File: config.mk
export PLATFORM = sky130hd
export DESIGN_NAME = pc_sequencer_flat
export DESIGN_NICKNAME = d
export VERILOG_FILES = /design/src/rtl/pc_seq_pkg.sv /design/src/rtl/pc_sequencer_if.sv /design/src/rtl/branch_cond_eval.sv /design/src/rtl/pc_sequencer.sv /design/src/flat_wrapper.sv
export SDC_FILE = /design/constraint.sdc
export NUM_CORES = 1
export LEC_CHECK = 0
export ABC_AREA = 1
export BUFFER_PORTS_ARGS = -buffer_cell sky130_fd_sc_hd__buf_2
export CORE_MARGIN = 3
export CORE_UTILIZATION = 25
export DETAILED_ROUTE_END_ITERATION = 8
export PLACE_DENSITY = 0.55
export SKIP_CTS_REPAIR_TIMING = 1
export SYNTH_ARGS = -nofsm -noshare
export SYNTH_HDL_FRONTEND = slang
export SYNTH_SLANG_ARGS = --single-unit
File: constraint.sdc
create_clock -name clk -period 3.7 [get_ports clk]
set_clock_uncertainty 0.05 [all_clocks]
set_input_delay 0.74 -clock clk [delete_from_list [all_inputs] [get_ports clk]]
set_output_delay 0.74 -clock clk [all_outputs]
set_load 0.01 [all_outputs]
File: src/rtl/pc_seq_pkg.sv
// pc_seq_pkg: shared types and constants for the program-counter sequencer.
//   state_t         - instruction-cycle state (IDLE, FETCH, EXEC, HALT)
//   FLAG_V..FLAG_N  - bit positions inside the 4-bit architectural flag register
package pc_seq_pkg;

  typedef enum logic [1:0] {
    IDLE  = 2'd0,
    FETCH = 2'd1,
    EXEC  = 2'd2,
    HALT  = 2'd3
  } state_t;

  localparam int FLAGS_W = 4;
  localparam int FLAG_V  = 0;  // overflow
  localparam int FLAG_C  = 1;  // carry
  localparam int FLAG_Z  = 2;  // zero
  localparam int FLAG_N  = 3;  // negative

endpackage

File: src/rtl/pc_sequencer_if.sv
// pc_sequencer_if: fetch and execute handshakes between the sequencer, the
// instruction memory and the decoder/datapath.
//   fetch_req/fetch_addr/fetch_ack  - instruction fetch handshake
//   exec_start/exec_done            - datapath start pulse / completion
//   flags_we/flags_in               - flag write from the datapath
//   branch_*/branch_target          - decoded branch condition and target
//   halt                            - decoded halt instruction
// master: the sequencer. slave: memory + decoder/datapath side.
interface pc_sequencer_if #(
  parameter int ADDR_W = 10
);
  logic              fetch_req;
  logic [ADDR_W-1:0] fetch_addr;
  logic              fetch_ack;
  logic              exec_start;
  logic              exec_done;
  logic              flags_we;
  logic [3:0]        flags_in;
  logic              branch_always;
  logic              branch_overflow;
  logic              branch_carry;
  logic              branch_zero;
  logic              branch_negative;
  logic [ADDR_W-1:0] branch_target;
  logic              halt;

  modport master (
    output fetch_req, fetch_addr, exec_start,
    input  fetch_ack, exec_done, flags_we, flags_in,
           branch_always, branch_overflow, branch_carry, branch_zero,
           branch_negative, branch_target, halt
  );

  modport slave (
    input  fetch_req, fetch_addr, exec_start,
    output fetch_ack, exec_done, flags_we, flags_in,
           branch_always, branch_overflow, branch_carry, branch_zero,
           branch_negative, branch_target, halt
  );
endinterface

File: src/rtl/branch_cond_eval.sv
// branch_cond_eval: combinational branch resolution.
//   i_flags            - current (pre-update) flag register
//   i_branch_always    - unconditional branch
//   i_branch_overflow  - branch if overflow flag set
//   i_branch_carry     - branch if carry flag set
//   i_branch_zero      - branch if zero flag set
//   i_branch_negative  - branch if negative flag set
//   o_take             - branch is taken
module branch_cond_eval
  import pc_seq_pkg::*;
(
  input  logic [FLAGS_W-1:0] i_flags,
  input  logic               i_branch_always,
  input  logic               i_branch_overflow,
  input  logic               i_branch_carry,
  input  logic               i_branch_zero,
  input  logic               i_branch_negative,
  output logic               o_take
);

  assign o_take = i_branch_always
                | (i_branch_overflow & i_flags[FLAG_V])
                | (i_branch_carry    & i_flags[FLAG_C])
                | (i_branch_zero     & i_flags[FLAG_Z])
                | (i_branch_negative & i_flags[FLAG_N]);

endmodule

File: src/rtl/pc_sequencer.sv
// pc_sequencer: program counter and instruction-cycle controller.
// Each instruction goes FETCH (req/ack with instruction memory) then EXEC
// (start/done with the datapath). On exec_done the flag register is updated,
// conditional branches are resolved against the flags as they were before
// that update, and the PC moves to the branch target or PC+1 (wrapping).
// A halt instruction parks the sequencer in HALT until reset.
//
// Ports:
//   clk, rst      - clock (rising edge), asynchronous active-high reset
//   bus           - pc_sequencer_if.master (fetch/exec handshakes, decode)
//   pc            - current program counter
//   flags         - architectural flags {N, Z, C, V}
//   branch_taken  - one-cycle pulse after a taken branch commits
//   halted        - high in HALT
//   stat_branches - (PC_SEQ_BRANCH_STATS_EN only) branch instructions seen
//   stat_taken    - (PC_SEQ_BRANCH_STATS_EN only) branches taken
//
// Optional feature: define PC_SEQ_BRANCH_STATS_EN to add the saturating
// branch statistics counters (width CNT_W).
module pc_sequencer #(
  parameter int                ADDR_W   = 10,
  parameter logic [ADDR_W-1:0] RESET_PC = '0
`ifdef PC_SEQ_BRANCH_STATS_EN
  ,
  parameter int                CNT_W    = 16
`endif
) (
  input  logic               clk,
  input  logic               rst,
  pc_sequencer_if.master     bus,
  output logic [ADDR_W-1:0]  pc,
  output logic [3:0]         flags,
  output logic               branch_taken,
  output logic               halted
`ifdef PC_SEQ_BRANCH_STATS_EN
  ,
  output logic [CNT_W-1:0]   stat_branches,
  output logic [CNT_W-1:0]   stat_taken
`endif
);
  import pc_seq_pkg::*;

  state_t              r_state;
  state_t              w_next_state;
  logic [ADDR_W-1:0]   r_pc;
  logic [FLAGS_W-1:0]  r_flags;
  logic                r_exec_start;
  logic                r_branch_taken;
  logic                w_take;
  logic                w_commit;

  // An instruction retires on the exec_done cycle of EXEC; done seen in any
  // other state (including HALT) is ignored.
  assign w_commit = (r_state == EXEC) && bus.exec_done;

  branch_cond_eval u_branch_cond_eval (
    .i_flags           (r_flags),
    .i_branch_always   (bus.branch_always),
    .i_branch_overflow (bus.branch_overflow),
    .i_branch_carry    (bus.branch_carry),
    .i_branch_zero     (bus.branch_zero),
    .i_branch_negative (bus.branch_negative),
    .o_take            (w_take)
  );

  // State register.
  // NOTE: sequential state uses non-blocking assignments so every register
  // samples pre-edge values, independent of block ordering.
  always_ff @(posedge clk or posedge rst) begin
    if (rst) begin
      r_state <= IDLE;
    end else begin
      r_state <= w_next_state;
    end
  end

  // Next-state logic.
  always_comb begin
    // NOTE: default assignment first so no path leaves w_next_state unassigned
    // (which would infer a latch).
    w_next_state = r_state;
    case (r_state)
      IDLE:    w_next_state = FETCH;
      FETCH:   if (bus.fetch_ack) w_next_state = EXEC;
      EXEC:    if (bus.exec_done) w_next_state = bus.halt ? HALT : FETCH;
      HALT:    w_next_state = HALT;
      default: w_next_state = IDLE;
    endcase
  end

  // Output logic.
  always_comb begin
    bus.fetch_req  = (r_state == FETCH);
    bus.fetch_addr = r_pc;
    bus.exec_start = r_exec_start;
    pc             = r_pc;
    flags          = r_flags;
    branch_taken   = r_branch_taken;
    halted         = (r_state == HALT);
  end

  // PC, flags and the registered pulses.
  always_ff @(posedge clk or posedge rst) begin
    if (rst) begin
      r_pc           <= RESET_PC;
      r_flags        <= '0;
      r_exec_start   <= 1'b0;
      r_branch_taken <= 1'b0;
    end else begin
      // The accepted ack moves the FSM to EXEC, so this marks its first cycle.
      r_exec_start   <= (r_state == FETCH) && bus.fetch_ack;
      // Halt outranks any branch bits decoded alongside it.
      r_branch_taken <= w_commit && !bus.halt && w_take;
      if (w_commit) begin
        if (bus.flags_we) begin
          r_flags <= bus.flags_in;
        end
        if (!bus.halt) begin
          r_pc <= w_take ? bus.branch_target : r_pc + 1'b1;
        end
      end
    end
  end

`ifdef PC_SEQ_BRANCH_STATS_EN
  localparam logic [CNT_W-1:0] CNT_MAX = '1;

  logic             w_any_branch;
  logic [CNT_W-1:0] r_stat_branches;
  logic [CNT_W-1:0] r_stat_taken;

  assign w_any_branch = bus.branch_always | bus.branch_overflow | bus.branch_carry
                      | bus.branch_zero   | bus.branch_negative;

  always_ff @(posedge clk or posedge rst) begin
    if (rst) begin
      r_stat_branches <= '0;
      r_stat_taken    <= '0;
    end else if (w_commit && !bus.halt) begin
      if (w_any_branch && (r_stat_branches != CNT_MAX)) begin
        r_stat_branches <= r_stat_branches + 1'b1;
      end
      if (w_take && (r_stat_taken != CNT_MAX)) begin
        r_stat_taken <= r_stat_taken + 1'b1;
      end
    end
  end

  assign stat_branches = r_stat_branches;
  assign stat_taken    = r_stat_taken;
`endif

endmodule

File: src/flat_wrapper.sv
// flat-port wrapper written by rule: the top's interface ports become plain ports
module pc_sequencer_flat import pc_seq_pkg::*;
#(
  parameter int                ADDR_W   = 10,
  parameter logic [ADDR_W-1:0] RESET_PC = '0

)
  (clk, rst, pc, flags, branch_taken, halted, bus_fetch_req, bus_fetch_addr, bus_exec_start, bus_fetch_ack, bus_exec_done, bus_flags_we, bus_flags_in, bus_branch_always, bus_branch_overflow, bus_branch_carry, bus_branch_zero, bus_branch_negative, bus_branch_target, bus_halt);
  pc_sequencer_if #(.ADDR_W(ADDR_W)) bus_i ();
  input  logic clk;
  input  logic rst;
  output logic [ADDR_W-1:0] pc;
  output logic [3:0] flags;
  output logic branch_taken;
  output logic halted;
  output wire logic [$bits(bus_i.fetch_req)-1:0] bus_fetch_req;
  output wire logic [$bits(bus_i.fetch_addr)-1:0] bus_fetch_addr;
  output wire logic [$bits(bus_i.exec_start)-1:0] bus_exec_start;
  input wire logic [$bits(bus_i.fetch_ack)-1:0] bus_fetch_ack;
  input wire logic [$bits(bus_i.exec_done)-1:0] bus_exec_done;
  input wire logic [$bits(bus_i.flags_we)-1:0] bus_flags_we;
  input wire logic [$bits(bus_i.flags_in)-1:0] bus_flags_in;
  input wire logic [$bits(bus_i.branch_always)-1:0] bus_branch_always;
  input wire logic [$bits(bus_i.branch_overflow)-1:0] bus_branch_overflow;
  input wire logic [$bits(bus_i.branch_carry)-1:0] bus_branch_carry;
  input wire logic [$bits(bus_i.branch_zero)-1:0] bus_branch_zero;
  input wire logic [$bits(bus_i.branch_negative)-1:0] bus_branch_negative;
  input wire logic [$bits(bus_i.branch_target)-1:0] bus_branch_target;
  input wire logic [$bits(bus_i.halt)-1:0] bus_halt;
  assign bus_fetch_req = bus_i.fetch_req;
  assign bus_fetch_addr = bus_i.fetch_addr;
  assign bus_exec_start = bus_i.exec_start;
  assign bus_i.fetch_ack = bus_fetch_ack;
  assign bus_i.exec_done = bus_exec_done;
  assign bus_i.flags_we = bus_flags_we;
  assign bus_i.flags_in = bus_flags_in;
  assign bus_i.branch_always = bus_branch_always;
  assign bus_i.branch_overflow = bus_branch_overflow;
  assign bus_i.branch_carry = bus_branch_carry;
  assign bus_i.branch_zero = bus_branch_zero;
  assign bus_i.branch_negative = bus_branch_negative;
  assign bus_i.branch_target = bus_branch_target;
  assign bus_i.halt = bus_halt;
  pc_sequencer #(.ADDR_W(ADDR_W), .RESET_PC(RESET_PC)) u_core (.clk(clk), .rst(rst), .bus(bus_i), .pc(pc), .flags(flags), .branch_taken(branch_taken), .halted(halted));
endmodule
# After elaboration in Yosys (flattened, before gate mapping)
# Index checks and enable logic that the tools add are counted.
totals:
  input_bits: 25
  latch_bits: 0
  regBits: 18
  memories: 0
  ram_bits: 0
  romBits: 0
classes:
  add_sub_neg: 1
  reduce_logical: 9
  eq_ne: 5
  bitwise: 9
  n_lt_le_gt_ge: 0
  multipliers: 0
  n_shift: 0
  div: 0
  n_mux: 5
op_table:
  columns: ["operator", "count"]
  rows:
  - ["10-bit by 1-bit adder with 10-bit output (second input constant)", 1]
  - ["10-bit 2-to-1 mux", 1]
  - ["2-bit case mux with 4 select lines", 1]
  - ["2-bit 2-to-1 mux", 3]
  - ["2-bit AND reduction", 3]
  - ["1-bit bitwise AND", 4]
  - ["2-bit == test (second input constant)", 2]
  - ["1-bit logical AND", 4]
  - ["1-bit bitwise OR", 4]
  - ["2-bit by 1-bit == test with 1-bit output (second input constant)", 1]
  - ["2-bit zero test", 1]
  - ["2-bit by 1-bit inequality test with 1-bit output (second input constant)", 1]
  - ["2-bit inequality test (second input constant)", 1]
  - ["1-bit zero test", 1]
  - ["1-bit inverter", 1]

# Logic depth before layout (Yosys ltp)
depth:
  depth_word: 6
  ltp_mapped: 8
  ltp_nobuf: 8

# Modules after synthesis
# A second synthesis with hierarchy kept.
unflattened:
  cells_unflattened: 155
  hier_area_um2: 1148.6
modules_own_cells:
  columns: ["mod", "cells_each", "seq_area_each_um2", "n_inst", "area_per_inst_um2"]
  rows:
  - ["pc_sequencer", 144, 450.4, 1, 1107.3]
  - ["branch_cond_eval", 11, 0.0, 1, 41.3]

# Worst setup path before layout
# No wires, ideal clock.
synth_timing:
  path_type: "input to register"
  from: "input port bus_branch_carry"
  to: "register u_core.r_pc[3], in the netlist u_core.bus.fetch_addr[3]"
  t_required_ps: 3524
  cell_stages: 7
  setup_time_ps: 126
  slack_ps: 2143
  t_arrival_ps: 1381
  path_cell_list: "nand2_1 nand3_1 nor2_4 buf_6 nand2_1 nand3_1 o21ai_0"
synth_via:
  elab_chain_len: 5
synth_lines:
  columns: ["element", "line_no", "text"]
  rows:
  - ["from (decl)", "flat_wrapper.sv:25", "input wire logic [$bits(bus_i.branch_carry)-1:0] bus_branch_carry;"]
  - ["1-bit bitwise AND", "branch_cond_eval.sv:23", "| (i_branch_carry & i_flags[FLAG_C])"]
  - ["1-bit bitwise OR", "branch_cond_eval.sv:23", null]
  - ["1-bit bitwise OR", "branch_cond_eval.sv:24", "| (i_branch_zero & i_flags[FLAG_Z])"]
  - ["1-bit bitwise OR", "branch_cond_eval.sv:25", "| (i_branch_negative & i_flags[FLAG_N]);"]
  - ["10-bit 2-to-1 mux", "pc_sequencer.sv:119", "r_pc <= w_take ? bus.branch_target : r_pc + 1'b1;"]
  - ["to (signal assigned)", "pc_sequencer.sv:119", null]
  - ["to (decl)", "pc_sequencer.sv:45", "logic [ADDR_W-1:0] r_pc;"]
# Every way passes these cells.
# A chain may end at the register's enable or synchronous reset.

# Worst setup path in the final report
layout_timing:
  from: "register u_core.r_state[1]"
  to: "output port bus_fetch_req"
layout_via:
  elab_chain_len: 1
layout_lines:
  columns: ["element", "line_no", "text"]
  rows:
  - ["from (decl)", "pc_sequencer.sv:43", "state_t r_state;"]
  - ["from (signal assigned)", "pc_sequencer.sv:73", "r_state <= w_next_state;"]
  - ["2-bit by 1-bit == test with 1-bit output", "pc_sequencer.sv:93", "bus.fetch_req = (r_state == FETCH);"]
  - ["to (decl)", "flat_wrapper.sv:16", "output wire logic [$bits(bus_i.fetch_req)-1:0] bus_fetch_req;"]
# Every way passes these cells.

==> summary.txt <==
Power
  • Sw power: 0.0004292 W
  • Power per Cell Area: 658.6 nW/um^2
  • Clock group share of total power: 16.8%
  • Int Pwr: 0.0005465 W
  • Gate power share: 45.6%
  • Register share of total power: 37.6%
  • P_leak: 0.8789 nW
  • Net Sw Frac: 43.99%
  • Peak supply drop: 432.8 uV

Setup path
  • Worst Path Required: 2.91 ns
  • Critical Path AT: 1.04 ns
  • CP Launch Type: register
  • Setup crit end kind: primary output
  • Reg-to-Reg End: u_core.bus.fetch_addr[8]
  • Reg-to-reg startpoint: u_core.bus.fetch_addr[0]
  • Reg2reg setup slack: 2.22 ns
  • Critical path type: reg -> out
  • R2R depth: 8
  • Crit-path max FO: 4

Yosys
  • Post-Syn Area per Cell: 6.772 um^2
  • Netlist cell types: 17
  • Post-Syn Area: 1199 um^2
  • Post-synthesis register bit count: 18
  • Syn nets: 203
  • Yosys warnings: 0
  • Register area share after synthesis: 37.58%
  • Synth Instances: 177

Drt
  • Final wirelength: 2752 um
  • Drc violations: 0
  • Routed len/inst: 10.08 um
  • Post-route ant nets: 0
  • DR vias: 1140
  • Initial DRC count: 54
  • TritonRoute pass-1 iters: 4
  • Vias/cell: 4.176

Clocking
  • Clk Latency, worst-skew pair: 0.26 ns
  • Cts bufs inserted: 3
  • Root Buffer: clkbuf_8
  • Clock sinks: 18
  • H-tree levels: 1
  • CTS tree: built
  • Clk buf depth: 2
  • Clock Pin Slew Worst Setup and Hold Paths: 0.07 ns

Floorplanning
  • Die Wd: 75.25 um
  • IO Pins: 53
  • Die area: 5662 um^2
  • Core area: 4504 um^2
  • Initial Util: 26.61%
  • Die Y-Extent: 75.25 um
  • FP Rows: 24

Final layout
  • Layout area overhead: 23.59%
  • Nets: 248
  • Area taken by multi-input logic gates: 530.5 um^2
  • Filler cell count: 493
  • Commonest non-fill, non-tap cells in the layout: nand2_1 (59), buf_2 (52), inv_1 (30), dfrtp_1 (18), nor2_1 (17)
  • Commonest non-fill, non-tap cell in the layout: nand2_1
  • Layout cells sized above 1: 28.05%
  • Finished Core Util: 32.89%
  • Ant diodes: 0
  • Register area: 450.4 um^2

Place
  • DP HPWL: 2131 um
  • Gp weighted congestion: 0.7404
  • PortBufs: 52

Run status
  • Run status: finished, final reports clean

STA
  • Final min period: 1.826 ns
  • RSZ-0062 raised after global routing: false
  • Final Hold Fails: 0
  • Worst slew margin: 52.42%
  • Max frequency: 547.6 MHz
  • Worst-Margin Slew: 0.7130 ns
  • Worst Hold Slack: 0.4662 ns
  • Period utilisation layout: 49.36%
  • Endpoints failing setup: 0
  • Max Transition Viols Final: 0
  • Setup TNS: 0 ns

GRT
  • Global route overflow: 0
  • First-pass GRT wire length: 4533 um
  • Largest net degree at the start of global routing: 19
  • Total track usage: 10.02%
  • Initial antenna violation count: 0
  • Number of global-route vias before repair: 1044

Hold path
  • Endpoint of the worst hold path: u_core.flags[2]
  • Worst hold start: u_core.flags[2]
  • Hold WC Path Type: reg -> reg
  • Hold Crit Depth: 2

Job
  • Max_cap viols: 0
==> cells in the mapped netlist <==
library cell | count | area, um^2
nand3_1 | 15 | 75.07
nand4_1 | 2 | 12.51
nand2_1 | 59 | 221.5
a21oi_1 | 2 | 10.01
o21ai_0 | 11 | 55.05
inv_1 | 30 | 112.6
o21ai_1 | 2 | 10.01
nor2_1 | 17 | 63.81
nor2_4 | 3 | 33.78
xnor2_1 | 1 | 8.760
nand3b_4 | 1 | 20.02
buf_4 | 10 | 75.07
dfrtp_1 | 18 | 450.4
buf_6 | 2 | 22.52
inv_2 | 2 | 7.510
ha_1 | 1 | 12.51
nand3b_1 | 1 | 7.510
==> power groups by stage <==
| stage | clock [W] | combinational [W] | sequential (W) |
|---|---|---|---|
| after detailed placement | 0 | 0.000452 | 0.000372 |
| after floorplan | 0 | 0.000320 | 0.000384 |
| after global placement | 0 | 0.000445 | 0.000372 |
| final | 0.000164 | 0.000445 | 0.000367 |
| after global routing | 0.000178 | 0.000509 | 0.000387 |
| after CTS | 0.000172 | 0.000453 | 0.000369 |
==> layer usage <==
layer	track usage [%]	wire length, um	vias to the layer above	part of all wire, %
met5	0	0	-	0
met4	0.5825	0	0	0
met3	2.537	178	0	6.5
met2	16.54	1190	43	43
met1	13.95	1383	482	50
li1	-	-	615	-
==> critical path, stage by stage (launching register included) <==
cell and delay [ns]:
dfrtp_1 0.42, inv_2 0.09, nand2_1 0.08, inv_1 0.06
buf_2 0.12
==> metrics by stage <==
step / power [W] / cells / setup WS, ns / instance area (um^2)
floorplan: 0.0007037 / 177 / 2.143 / 1199
global placement: 0.0008172 / 269 / 1.913 / 1426
detailed placement: 0.0008241 / 269 / 1.890 / 1426
CTS: 0.0009940 / 273 / 1.871 / 1481
global route: 0.001074 / 273 / 1.800 / 1481
finish: 0.0009757 / 273 / 1.874 / 1481
==> how the worst max path moves through the flow <==
stage / slack, ns / depth (start not counted) / from / end
after floorplan: 2.14 / 7 / bus_branch_carry / u_core.bus.fetch_addr[3]
after global placement: 1.91 / 7 / bus_branch_carry / u_core.bus.fetch_addr[2]
after detailed placement: 1.89 / 7 / bus_branch_carry / u_core.bus.fetch_addr[3]
after CTS: 1.87 / 4 / u_core.r_state[1] / bus_fetch_req
after global routing: 1.80 / 4 / u_core.r_state[1] / bus_fetch_req
final: 1.87 / 4 / u_core.r_state[1] / bus_fetch_req
==> registers in the layout (all words and copies together) (netlist names) <==
name and cells:
u_core.bus.fetch_addr 10, u_core.flags 4, u_core.r_state 2, u_core.branch_taken 1, u_core.bus.exec_start 1
==> final cells by class <==
class                   count  share of cell area (%)
well taps                  52                   4.392
flip-flops and latches     18                   30.41
repair buffers             52                   17.57
multi-input cells         115                   35.81
clock buffers               4                   3.716
inverters                  32                   8.108
==> kinds of logic after synthesis <==
logic type,Yosys count,share of synthesized area [%]
AO/OA/AOI/OAI,15,6.263
XOR/XNOR,1,0.7308
adder cells (fa/ha/maj),1,1.044
buffers and inverters,44,18.16
flip-flops,18,37.58
AND/OR/NAND/NOR,98,36.22
Power figures use the tool's default switching activity.
